`config.mk`:
```
export PLATFORM = sky130hd
export DESIGN_NAME = lcd_ctrl
export DESIGN_NICKNAME = d
export VERILOG_FILES = /design/src/rtl/lcd_pkg.sv /design/src/rtl/lcd_timer.sv /design/src/rtl/lcd_ctrl.sv
export SDC_FILE = /design/constraint.sdc
export NUM_CORES = 1
export LEC_CHECK = 0
export BUFFER_PORTS_ARGS = -buffer_cell sky130_fd_sc_hd__buf_2
export CELL_PAD_IN_SITES_DETAIL_PLACEMENT = 1
export CELL_PAD_IN_SITES_GLOBAL_PLACEMENT = 1
export CORE_ASPECT_RATIO = 1.25
export CORE_MARGIN = 4
export CORE_UTILIZATION = 45
export DETAILED_ROUTE_END_ITERATION = 10
export PLACE_DENSITY = 0.86
export SETUP_SLACK_MARGIN = 0.02
export SLEW_MARGIN = 0
export SYNTH_ARGS = -nofsm -noshare
export SYNTH_HDL_FRONTEND = slang
export SYNTH_SLANG_ARGS = --single-unit
export TNS_END_PERCENT = 100
```
`constraint.sdc`:
```
create_clock -name clk -period 6.8 [get_ports clk]
set_input_delay 1.36 -clock clk [delete_from_list [all_inputs] [get_ports clk]]
set_output_delay 1.36 -clock clk [all_outputs]
set_load 0.02 [all_outputs]
```
`src/rtl/lcd_pkg.sv`:
```
// Shared definitions for the character-LCD write controller: FSM state codes,
// default timing, the command payload and the power-on init table (used with LCD_INIT_EN).
package lcd_pkg;

  localparam int unsigned T_SETUP_DEF     = 2;
  localparam int unsigned T_EN_DEF        = 12;
  localparam int unsigned T_HOLD_DEF      = 2;
  localparam int unsigned T_EXEC_DEF      = 2000;
  localparam int unsigned T_EXEC_LONG_DEF = 82000;
  localparam int unsigned T_PWR_DEF       = 750000;

  localparam int unsigned ST_W = 3;
  localparam logic [ST_W-1:0] ST_IDLE  = 3'd0;
  localparam logic [ST_W-1:0] ST_SETUP = 3'd1;
  localparam logic [ST_W-1:0] ST_PULSE = 3'd2;
  localparam logic [ST_W-1:0] ST_HOLD  = 3'd3;
  localparam logic [ST_W-1:0] ST_WAIT  = 3'd4;
  localparam logic [ST_W-1:0] ST_PWR   = 3'd5;

  // Function set 8-bit/2-line, display on, clear, entry mode increment.
  localparam int unsigned INIT_LEN = 4;
  localparam logic [INIT_LEN-1:0][7:0] INIT_TABLE = {8'h06, 8'h01, 8'h0C, 8'h38};

  typedef struct packed {
    logic       rs;
    logic [7:0] data;
  } lcd_cmd_t;

  // Clear display and return home need the long execution time.
  function automatic logic is_long_cmd(input lcd_cmd_t c);
    return !c.rs && (c.data == 8'h01 || c.data == 8'h02 || c.data == 8'h03);
  endfunction

  function automatic int unsigned max2(input int unsigned a, input int unsigned b);
    return (a > b) ? a : b;
  endfunction

endpackage

```
`src/rtl/lcd_timer.sv`:
```
// Loadable down-counter that holds at zero and flags it; paces every FSM phase.
module lcd_timer
  import lcd_pkg::*;
#(
  parameter int unsigned W = 8
) (
  input  logic         clk,
  input  logic         rst,
  input  logic         load,
  input  logic [W-1:0] load_val,
  output logic         zero_c
);

  logic [W-1:0] cnt;

  always_ff @(posedge clk) begin
    if (!rst) begin
      cnt <= '0;
    end else if (load) begin
      cnt <= load_val;
    end else if (cnt != '0) begin
      cnt <= cnt - W'(1);
    end
  end

  assign zero_c = (cnt == '0);

endmodule

```
`src/rtl/lcd_ctrl.sv`:
```
// HD44780-style write-only LCD controller: one command per handshake, timed strobe.
// Optional power-on init sequence enabled by defining LCD_INIT_EN.
module lcd_ctrl
  import lcd_pkg::*;
#(
  parameter int unsigned T_SETUP     = T_SETUP_DEF,
  parameter int unsigned T_EN        = T_EN_DEF,
  parameter int unsigned T_HOLD      = T_HOLD_DEF,
  parameter int unsigned T_EXEC      = T_EXEC_DEF,
  parameter int unsigned T_EXEC_LONG = T_EXEC_LONG_DEF,
  parameter int unsigned T_PWR       = T_PWR_DEF
) (
  input  logic       clk,
  input  logic       rst,
  input  logic       cmd_valid,
  input  logic       cmd_rs,
  input  logic [7:0] cmd_data,
  output logic       cmd_ready,
  output logic [7:0] lcd_data,
  output logic       lcd_rs,
  output logic       lcd_rw,
  output logic       lcd_en,
  output logic       lcd_on
);

  localparam int unsigned CNT_MAX = max2(max2(max2(T_SETUP, T_EN), max2(T_HOLD, T_EXEC)),
                                         max2(T_EXEC_LONG, T_PWR));
  localparam int unsigned CNT_W   = (CNT_MAX > 1) ? $clog2(CNT_MAX) : 1;

`ifdef LCD_INIT_EN
  localparam logic [ST_W-1:0] RST_STATE = ST_PWR;
`else
  localparam logic [ST_W-1:0] RST_STATE = ST_IDLE;
`endif

  logic [ST_W-1:0]  state, state_nxt;
  lcd_cmd_t         cmd_q, cmd_nxt;
  logic             tmr_load;
  logic [CNT_W-1:0] tmr_val;
  logic             tmr_zero;
  logic [CNT_W-1:0] exec_m1;

`ifdef LCD_INIT_EN
  logic [1:0] init_idx, init_idx_nxt;
  logic       init_busy, init_busy_nxt;
  logic       pwr_arm, pwr_arm_nxt;
`endif

  lcd_timer #(.W(CNT_W)) u_timer (
    .clk      (clk),
    .rst      (rst),
    .load     (tmr_load),
    .load_val (tmr_val),
    .zero_c   (tmr_zero)
  );

  // State, latched command and strobe registers
  always_ff @(posedge clk) begin
    if (!rst) begin
      state  <= RST_STATE;
      cmd_q  <= '0;
      lcd_en <= 1'b0;
      lcd_on <= 1'b0;
`ifdef LCD_INIT_EN
      init_idx  <= 2'd0;
      init_busy <= 1'b1;
      pwr_arm   <= 1'b1;
`endif
    end else begin
      state  <= state_nxt;
      cmd_q  <= cmd_nxt;
      lcd_en <= (state_nxt == ST_PULSE);
      lcd_on <= 1'b1;
`ifdef LCD_INIT_EN
      init_idx  <= init_idx_nxt;
      init_busy <= init_busy_nxt;
      pwr_arm   <= pwr_arm_nxt;
`endif
    end
  end

  // Next-state and timer-load decode; each phase loads N-1 and advances at zero
  always_comb begin
    state_nxt = state;
    cmd_nxt   = cmd_q;
    tmr_load  = 1'b0;
    tmr_val   = '0;
    exec_m1   = is_long_cmd(cmd_q) ? CNT_W'(T_EXEC_LONG - 1) : CNT_W'(T_EXEC - 1);
`ifdef LCD_INIT_EN
    init_idx_nxt  = init_idx;
    init_busy_nxt = init_busy;
    pwr_arm_nxt   = pwr_arm;
`endif
    case (state)
      ST_IDLE: begin
        if (cmd_valid) begin
          cmd_nxt.rs   = cmd_rs;
          cmd_nxt.data = cmd_data;
          state_nxt    = ST_SETUP;
          tmr_load     = 1'b1;
          tmr_val      = CNT_W'(T_SETUP - 1);
        end
      end
      ST_SETUP: begin
        if (tmr_zero) begin
          state_nxt = ST_PULSE;
          tmr_load  = 1'b1;
          tmr_val   = CNT_W'(T_EN - 1);
        end
      end
      ST_PULSE: begin
        if (tmr_zero) begin
          state_nxt = ST_HOLD;
          tmr_load  = 1'b1;
          tmr_val   = CNT_W'(T_HOLD - 1);
        end
      end
      ST_HOLD: begin
        if (tmr_zero) begin
          state_nxt = ST_WAIT;
          tmr_load  = 1'b1;
          tmr_val   = exec_m1;
        end
      end
      ST_WAIT: begin
        if (tmr_zero) begin
          state_nxt = ST_IDLE;
`ifdef LCD_INIT_EN
          if (init_busy) begin
            if (init_idx == 2'(INIT_LEN - 1)) begin
              init_busy_nxt = 1'b0;
            end else begin
              init_idx_nxt = init_idx + 2'd1;
              cmd_nxt      = '{rs: 1'b0, data: INIT_TABLE[init_idx + 2'd1]};
              state_nxt    = ST_SETUP;
              tmr_load     = 1'b1;
              tmr_val      = CNT_W'(T_SETUP - 1);
            end
          end
`endif
        end
      end
`ifdef LCD_INIT_EN
      // The first PWR cycle arms the counter, so the whole phase spans T_PWR cycles.
      ST_PWR: begin
        if ((pwr_arm && T_PWR <= 1) || (!pwr_arm && tmr_zero)) begin
          pwr_arm_nxt  = 1'b0;
          init_idx_nxt = 2'd0;
          cmd_nxt      = '{rs: 1'b0, data: INIT_TABLE[0]};
          state_nxt    = ST_SETUP;
          tmr_load     = 1'b1;
          tmr_val      = CNT_W'(T_SETUP - 1);
        end else if (pwr_arm) begin
          pwr_arm_nxt = 1'b0;
          tmr_load    = 1'b1;
          tmr_val     = CNT_W'(T_PWR - 2);
        end
      end
`endif
      default: state_nxt = ST_IDLE;
    endcase
  end

  assign cmd_ready = (state == ST_IDLE);
  assign lcd_rs    = cmd_q.rs;
  assign lcd_data  = cmd_q.data;
  assign lcd_rw    = 1'b0;

endmodule

```
Word-level counts from Yosys, hierarchy flattened
Cells that the tools add are included.
- register bits after elaboration: 34
- bits of input ports: 12
- output and inout port bits: 13
- word-level logic and storage cells: 43
- $add $sub $neg: 1
- equality and inequality tests: 8
- muxes and demuxes: 18
- reduce and logical (&&, ||, !) cells: 10
- operator list (kind ; count):
    one-hot mux 17 bit (4 select lines) ; 1
    two-way mux 20 bit ; 2
    two-way mux 17 bit ; 2
    zero test 20 bit ; 1
    nonzero test 20 bit ; 1
    subtractor 20 x 1 -> 20 bit (second input constant) ; 1
    == test 8 x 2 -> 1 bit (second input constant) ; 2
    two-way mux 3 bit ; 5
    one-hot mux 3 bit (5 select lines) ; 1
    == test 3 x 2 -> 1 bit (second input constant) ; 3
    == test 8 x 1 -> 1 bit (second input constant) ; 1
    two-way mux 1 bit ; 5
    two-way mux 4 bit ; 1
    == test 3 x 1 -> 1 bit (second input constant) ; 1
    == test 3 bit (second input constant) ; 1
    zero test 3 bit ; 1
    OR reduction 3 bit ; 1
    logical OR 1 bit ; 2
    one-hot mux 1 bit (2 select lines) ; 1
    AND reduction 2 bit ; 1
    nonzero test 2 bit ; 1
    logical AND 1 bit ; 1
    zero test 1 bit ; 1

Logic depth before layout (Yosys ltp)
Gate-level depths: netlist of the first run.
- depth in word-level cells: 8
- gate-level depth with buffers: 8
- mapped depth without buffers: 7

By module
Synthesis of the first run repeated with hierarchy kept, for this count alone.
- cell total of the unflattened synthesis: 197
- area, all modules: 1775.5 um2
- modules (own cells, without submodules) (module ; instances ; cells each ; area an instance (um2) ; seq. area each (um2)):
    lcd_timer ; 1 ; 122 ; 1087.3 ; 400.4
    lcd_ctrl ; 1 ; 75 ; 688.2 ; 280.3

Worst setup path before layout of the first run
No wires, ideal clock.
- path type: register to output
- start: reg state[1]
- end: out cmd_ready
- data arrival time: 1.057 ns
- data required time: 5.440 ns
- path slack: 4.383 ns
- stages on the path, launching flop included: 3
- buffers on the path: 1
- cells stage by stage: dfxtp_1 -> clkbuf_1 -> nor3_1
- cells in the longest elaborated chain, start to end: 1
- RTL lines (element ; RTL line ; text):
    start, declared ; lcd_ctrl.sv:36 ; logic [ST_W-1:0] state, state_nxt;
    start signal, assigned ; lcd_ctrl.sv:70 ; state <= state_nxt;
    zero test 3 bit ; lcd_ctrl.sv:164 ; assign cmd_ready = (state == ST_IDLE);
    end, declared ; lcd_ctrl.sv:18 ; output logic cmd_ready,
Every way passes these cells.

Final worst setup path of the first run
- start: reg u_timer.cnt[0]
- end: reg u_timer.cnt[18]
- cells in the longest elaborated chain, start to end: 4
- elaborated cells on any way between the ends: 8
- classes of those cells: add/sub (1); mux (4); reduce/logical (3)
- RTL lines (element ; RTL line ; text):
    start, declared ; lcd_timer.sv:14 ; logic [W-1:0] cnt;
    start signal, assigned ; lcd_timer.sv:20 ; cnt <= load_val;
    start signal, assigned ; lcd_timer.sv:22 ; cnt <= cnt - W'(1);
    branches (longest 4 deep; another with subtractor 20 x 1 -> 20 bit) ; n/a ;
Several ways; the timed one is not identified. The select of a mux whose other input is x is not followed.
A chain may end at the register's enable or synchronous reset.

==> results_dict.tcl, run 1 <==
set metrics [dict create \
    seqPwrFrac 0.292 \
    criticalPathCategory "reg -> reg" \
    skew_ns 0.00712 \
    final_cell_mix "34 x dfxtp_1, 32 x nand2_1, 23 x buf_2, 19 x nor2_1, 11 x nor3_1" \
    required_ns 6.97 \
    final_common_cell "dfxtp_1" \
    avgSynthCellArea_um2 8.47 \
    n_antenna_cell 0 \
    reg2reg_depth 7 \
    vias_per_cell 5.95 \
    drc 0 \
    io_buffers 23 \
    syn_inst 200 \
    ys.flop_type "dfxtp_1" \
    ys_warn_count 0 \
    hold_viol_final 0 \
    clk_pin_slew_worst_paths_ns 0.07 \
    p_sw_mw 0.555 \
    h-tree-depth 2 \
    post_cts_buffers 0 \
    floorplan.initialDensity 0.474 \
    vias 1558 \
    internal-power_mw 0.596 \
    setup_viol 0 \
    grt-ovfl-total 0 \
    ctsHoldBuffers 0 \
    globalplace.congestion 0.930 \
    grt_max_degree 19 \
    synth_edf_count 0 \
    drive_above_1_share 0.170 \
    drtIter0Drc 43 \
    grt_pass1_vias 1687 \
    finalNonFillerCells 262 \
    clockBufferDepth 2 \
    rsz0062_at_grt "false" \
    drt_wl_total_um 4630 \
    wl_per_cell_um 17.7 \
    ys_async_sr_fraction 0 \
    max_clock_freq_ghz 0.371 \
    setup-tns-final_ns 0 \
    cts_tree "built" \
    relSlewSlack 0.300 \
    leakage_nw 0.748 \
    min_to "lcd_data[5]" \
    start_kind "flip-flop" \
    cts_root_buf "clkbuf_8" \
    dpl.hpwl_um 3380 \
    p_sw_frac 0.482 \
    period_share 0.396 \
    power.density_mw_per_mm2 603 \
    drtAntennaViolNets 0 \
    ys_seq_area_frac 0.402 \
    dieArea_mm2 0.00482 \
    crit_fanout 6 \
    grt_pass1_wl_um 8150 \
    pwr-share-comb 0.575 \
    holdCritStartpoint "lcd_data[5]" \
    peakVddDrop_uv 208 \
    fp.dieW_um 62.9 \
    ys_types 44 \
    worst_pin_slew_ns 1.05 \
    die_h_um 76.6 \
    cts_inserted_buffers 5 \
    rows 24 \
    hp-class "reg -> reg" \
    cts.sinks 34 \
    p_clk_frac 0.133 \
    timing.rr.end "u_timer.cnt[18]" \
    run_status "finished clean" \
    antenna_found_initial 0 \
    pin_count 25 \
    maxCapViolCount 0 \
    firstDrtPassIters 4 \
    r2r-start "u_timer.cnt[0]" \
    maxSlewViolCount 0 \
    core_area_mm2 0.00357 \
    reg2reg_slack_ns 4.11 \
    groute.usage.overall 0.209 \
    post-route-util 0.534 \
    hold_path_depth 2 \
    dp_cells 254 \
    syn_nets 214 \
    syn_area_mm2 0.00169 \
    crit_path_end_kind "flip-flop" \
    ctsResizeCount 0 \
    areaGrowthSynthToFinish_pct 12.6 \
    synth_seq_cells 34 \
    period_needed_ns 2.69 \
    cp.arrival_ns 2.86 \
    final_nets 236 \
    clock_latency_ns 0.29 \
]
cell usage after synthesis (all sizes together) (2+ instances only):
library cell,instances,share of area
o21bai,2,0.0089
a311oi,2,0.014
nand4,5,0.018
nor3,11,0.032
nand3,4,0.012
a21boi,9,0.040
o211ai,3,0.013
nand2,32,0.071
nor2,19,0.042
clkbuf,7,0.016
nor3b,2,0.012
dfxtp,34,0.40
or4,5,0.024
ha,2,0.015
inv,2,0.0044
nand3b,3,0.013
buf,3,0.018
a2111oi,2,0.010
xor2,6,0.031
o31ai,2,0.0089
a31oi,2,0.0074
o21a,3,0.013
nor4,5,0.022
nor2b,4,0.015
xnor2,9,0.047
a21oi,9,0.027
layout make-up:
class,count,area (um2)
clock buffer,7,86.3
clock inverter,1,5.00
fill,437,1670
inverter,2,7.51
multi-input combinational,154,950
sequential,34,681
tap,39,48.8
timing repair buffer,25,130
critical path, cell delays in order, from the launching register on:
cell and delay [ns]:
dfxtp_1 0.33, inv_1 0.12, ha_1 0.20, nor3b_1 0.85
nand2_1 0.25, a2111oi_0 0.58, xnor2_1 0.18, nor2_1 0.05
power groups by stage:
stage	sequential (mW)	clock, mW	combinational (mW)
after floorplan	0.321	0	0.505
after global placement	0.327	0	0.624
after detailed placement	0.336	0	0.651
after CTS	0.334	0.158	0.660
after global routing	0.344	0.167	0.739
final	0.336	0.153	0.662
flip-flops by register name (all words and copies together), names as in the netlist:
name         count
lcd_data         8
lcd_en           1
lcd_on           1
lcd_rs           1
state            3
u_timer.cnt     20
kinds of logic (layout without fill, tap and decap cells):
kind of cell             Yosys count  after routing  share of synthesized area
AND/OR/NAND/NOR                   95             95                      0.281
AO/OA/AOI/OAI                     40             40                      0.179
flip-flops                        34             34                      0.402
XOR/XNOR                          15             15                     0.0776
buffers and inverters             12             35                     0.0377
adder cells (fa/ha/maj)            2              2                     0.0148
other                              1              1                    0.00221
multiplexers                       1              1                    0.00591
worst max path at each step:
stage,from,end,depth (start not counted)
6_report,u_timer.cnt[0],u_timer.cnt[18],7
5_1_grt,u_timer.cnt[8],u_timer.cnt[8],5
4_1_cts,u_timer.cnt[0],u_timer.cnt[18],7
3_5_place_dp,cmd_valid,u_timer.cnt[5],5
3_3_place_gp,cmd_valid,u_timer.cnt[5],5
2_1_floorplan,state[1],cmd_ready,2
through the flow:
| stage | hold WS, ns | setup WS [ns] | cell area [um2] | total power, mW |
|---|---|---|---|---|
| after floorplan | 0.485 | 4.38 | 1690 | 0.825 |
| after global placement | 0.467 | 4.15 | 1820 | 0.951 |
| after detailed placement | 0.473 | 4.03 | 1820 | 0.987 |
| after CTS | 0.484 | 4.12 | 1910 | 1.15 |
| after global routing | 0.503 | 3.85 | 1910 | 1.25 |
| final | 0.482 | 4.11 | 1910 | 1.15 |
routing by layer:
| layer | part of all wire | GRT usage | vias to the layer above |
|---|---|---|---|
| met2 | 0.52 | 0.370 | 38 |
| met5 | 0 | 0 | - |
| met4 | 0.022 | 0.0905 | 0 |
| met1 | 0.41 | 0.234 | 760 |
| met3 | 0.040 | 0.0516 | 9 |
| li1 | - | - | 751 |
(Power assumes the default switching activity.)
==> run 2: changes to the inputs <==
--- a/config.mk
+++ b/config.mk
@@ -5,14 +5,15 @@
 export SDC_FILE = /design/constraint.sdc
 export NUM_CORES = 1
 export LEC_CHECK = 0
+export ABC_AREA = 1
 export BUFFER_PORTS_ARGS = -buffer_cell sky130_fd_sc_hd__buf_2
 export CELL_PAD_IN_SITES_DETAIL_PLACEMENT = 1
 export CELL_PAD_IN_SITES_GLOBAL_PLACEMENT = 1
 export CORE_ASPECT_RATIO = 1.25
 export CORE_MARGIN = 4
-export CORE_UTILIZATION = 45
+export CORE_UTILIZATION = 41
 export DETAILED_ROUTE_END_ITERATION = 10
-export PLACE_DENSITY = 0.86
+export PLACE_DENSITY = 0.83
 export SETUP_SLACK_MARGIN = 0.02
 export SLEW_MARGIN = 0
 export SYNTH_ARGS = -nofsm -noshare
==> constraint.sdc (replaced) <==
create_clock -name clk -period 2.8 [get_ports clk]
set_input_delay 0.56 -clock clk [delete_from_list [all_inputs] [get_ports clk]]
set_output_delay 0.56 -clock clk [all_outputs]
set_load 0.02 [all_outputs]
==> results_dict.tcl, run 2 <==
set metrics [dict create \
    cts.sinks 34 \
    globalplace.congestion 0.803 \
    groute.usage.overall 0.191 \
    dpl.hpwl_um 4150 \
    required_ns 2.95 \
    vias 1971 \
    io_buffers 23 \
    synth.top_cell.area_share 0.336 \
    hold_viol_final 0 \
    final_cell_mix "80 x nand2_1, 54 x nor2_1, 34 x dfxtp_1, 30 x inv_1, 23 x buf_2" \
    crit_path_end_kind "flip-flop" \
    period_share 0.652 \
    synth_xor_area_frac 0.0389 \
    final_common_cell "nand2_1" \
    skew_ns 0.00523 \
    synth_fa_ha_area_frac 0.0124 \
    relSlewSlack 0.546 \
    peakVddDrop_uv 505 \
    cts_inserted_buffers 5 \
    avgSynthCellArea_um2 6.55 \
    power.density_mw_per_mm2 1440 \
    leakage_nw 1.16 \
    slowest_stage "dfxtp_1" \
    areaGrowthSynthToFinish_pct 11.4 \
    fp.dieW_um 70.9 \
    vias_per_cell 5.03 \
    holdCritStartpoint "lcd_rs" \
    seqPwrFrac 0.234 \
    grt_pass1_vias 2125 \
    run_status "finished clean" \
    syn_nets 323 \
    synthMuxAreaShare 0 \
    wl_per_cell_um 13.4 \
    drt_wl_total_um 5250 \
    largest_reg_flops 20 \
    grt-ovfl-total 0 \
    max_stage_delay_ns 0.33 \
    regMostFlops "u_timer.cnt" \
    n_antenna_cell 0 \
    p_clk_frac 0.117 \
    grt_max_degree 28 \
    synth_seq_cells 34 \
    maxCapViolCount 0 \
    use_met2 0.356 \
    synth_compound_area_frac 0.0544 \
    firstDrtPassIters 4 \
    critPathLaunch "u_timer.cnt[0]" \
    period_needed_ns 1.83 \
    cts_root_buf "clkbuf_8" \
    total_power_mw 3.24 \
    max_clock_freq_ghz 0.548 \
    critical_path.top_delay_family "simple AND/OR/NAND/NOR gates" \
    ys.flop_type "dfxtp_1" \
    h-tree-depth 2 \
    crit_buf_inv 2 \
    synth_edf_count 0 \
    worst_pin_slew_ns 0.681 \
    rsz0062_at_grt "false" \
    hp-class "reg -> reg" \
    clock_latency_ns 0.29 \
    setup_viol 0 \
    setup-tns-final_ns 0 \
    path_cells "inv_1 -> ha_1 -> nand2_1 -> nor2_4 -> nand4_2 -> nand2_2 -> inv_1 -> nand3_1 -> nor2_1" \
    ys_warn_count 0 \
    dieArea_mm2 0.00613 \
    start_kind "flip-flop" \
    drtIter0Drc 46 \
    pin_count 25 \
    post_cts_buffers 0 \
    pwr-share-comb 0.648 \
    grt_use_met3 0.0383 \
    ys_types 28 \
    clockBufferDepth 2 \
    criticalPathCategory "reg -> reg" \
    cp_common_cell "inv_1" \
    ys_seq_area_frac 0.336 \
    crit_fanout 11 \
    clk_pin_slew_worst_paths_ns 0.07 \
    drtAntennaViolNets 0 \
    cp.arrival_ns 1.98 \
    final_nets 345 \
    ctsResizeCount 0 \
    drc 0 \
    r2r-start "u_timer.cnt[0]" \
    ys_top_cells_by_count "80 x nand2_1, 54 x nor2_1, 34 x dfxtp_1" \
    placed_area_mm2 0.00216 \
    floorplan.initialDensity 0.425 \
    p_sw_mw 1.73 \
    ys_async_sr_fraction 0 \
    core_area_mm2 0.00476 \
    synth_most_common_cell "nand2_1" \
    p_sw_frac 0.533 \
    cts_tree "built" \
    synth_top_area_cell "dfxtp_1" \
    grt_pass1_wl_um 9340 \
    antenna_found_initial 0 \
    syn_area_mm2 0.00202 \
    synthTopCellsByArea "dfxtp_1 34%, nand2_1 15%, nor2_1 10%" \
    ctsHoldBuffers 0 \
    busiest_layer "met2" \
    maxSlewViolCount 0 \
    synth-simple-area-share 0.468 \
    synth_top_family_by_area "simple AND/OR/NAND/NOR gates" \
    post-route-util 0.473 \
    final_area_mm2 0.00225 \
    rows 28 \
    drive_above_1_share 0.196 \
    syn_inst 309 \
    die_h_um 86.6 \
    use_met1 0.211 \
    internal-power_mw 1.51 \
]
[run 2: cells by family (layout without fill, tap and decap cells)]
group	count (synthesis)	in the layout
adder cells (fa/ha/maj)	2	2
other	1	1
buffers and inverters	42	65
XOR/XNOR	9	9
flip-flops	34	34
AO/OA/AOI/OAI	22	22
AND/OR/NAND/NOR	199	199
[run 2: final timing paths]
kind	endpoint	depth (start not counted)	slack [ns]
worst max register to register	u_timer.cnt[18]	9	0.97
worst min-delay path	lcd_rs	2	0.47
worst min register to register	lcd_rs	2	0.47
worst max-delay path	u_timer.cnt[18]	9	0.97
[run 2: final cells by class]
type	count	area, um2
Inverter	34	128
Fill cell	677	2510
Clock inverter	1	5.00
Clock buffer	7	86.3
Sequential cell	34	681
Multi-Input combinational cell	233	1160
Timing Repair Buffer	23	115
Tap cell	60	75.1
[run 2: per-stage QoR]
step,cells,setup slack [ns],hold slack (ns)
2_1_floorplan,309,1.37,0.467
3_3_place_gp,384,0.995,0.451
3_5_place_dp,384,0.964,0.458
4_1_cts,392,0.946,0.468
5_1_grt,392,0.750,0.499
6_report,392,0.974,0.465
[run 2: worst register-to-register path, delay by kind of cell (launching register included)]
kind | cells | cell delay (ns)
flip-flops | 1 | 0.33
buffers and inverters | 2 | 0.21
AND/OR/NAND/NOR | 6 | 0.94
adder cells (fa/ha/maj) | 1 | 0.21
[run 2: power by group through the flow]
| stage | logic [mW] | registers (mW) | clock network [mW] |
|---|---|---|---|
| 2_1_floorplan | 1.67 | 0.767 | 0 |
| 5_1_grt | 2.41 | 0.781 | 0.410 |
| 3_5_place_dp | 2.10 | 0.771 | 0 |
| 6_report | 2.10 | 0.759 | 0.380 |
| 3_3_place_gp | 2.04 | 0.766 | 0 |
| 4_1_cts | 2.12 | 0.760 | 0.392 |
[run 2: per-layer routing]
| layer | up-vias | share of wire |
|---|---|---|
| li1 | 1002 | - |
| met1 | 919 | 0.42 |
| met2 | 38 | 0.52 |
| met3 | 12 | 0.035 |
| met4 | 0 | 0.024 |
| met5 | - | 0 |
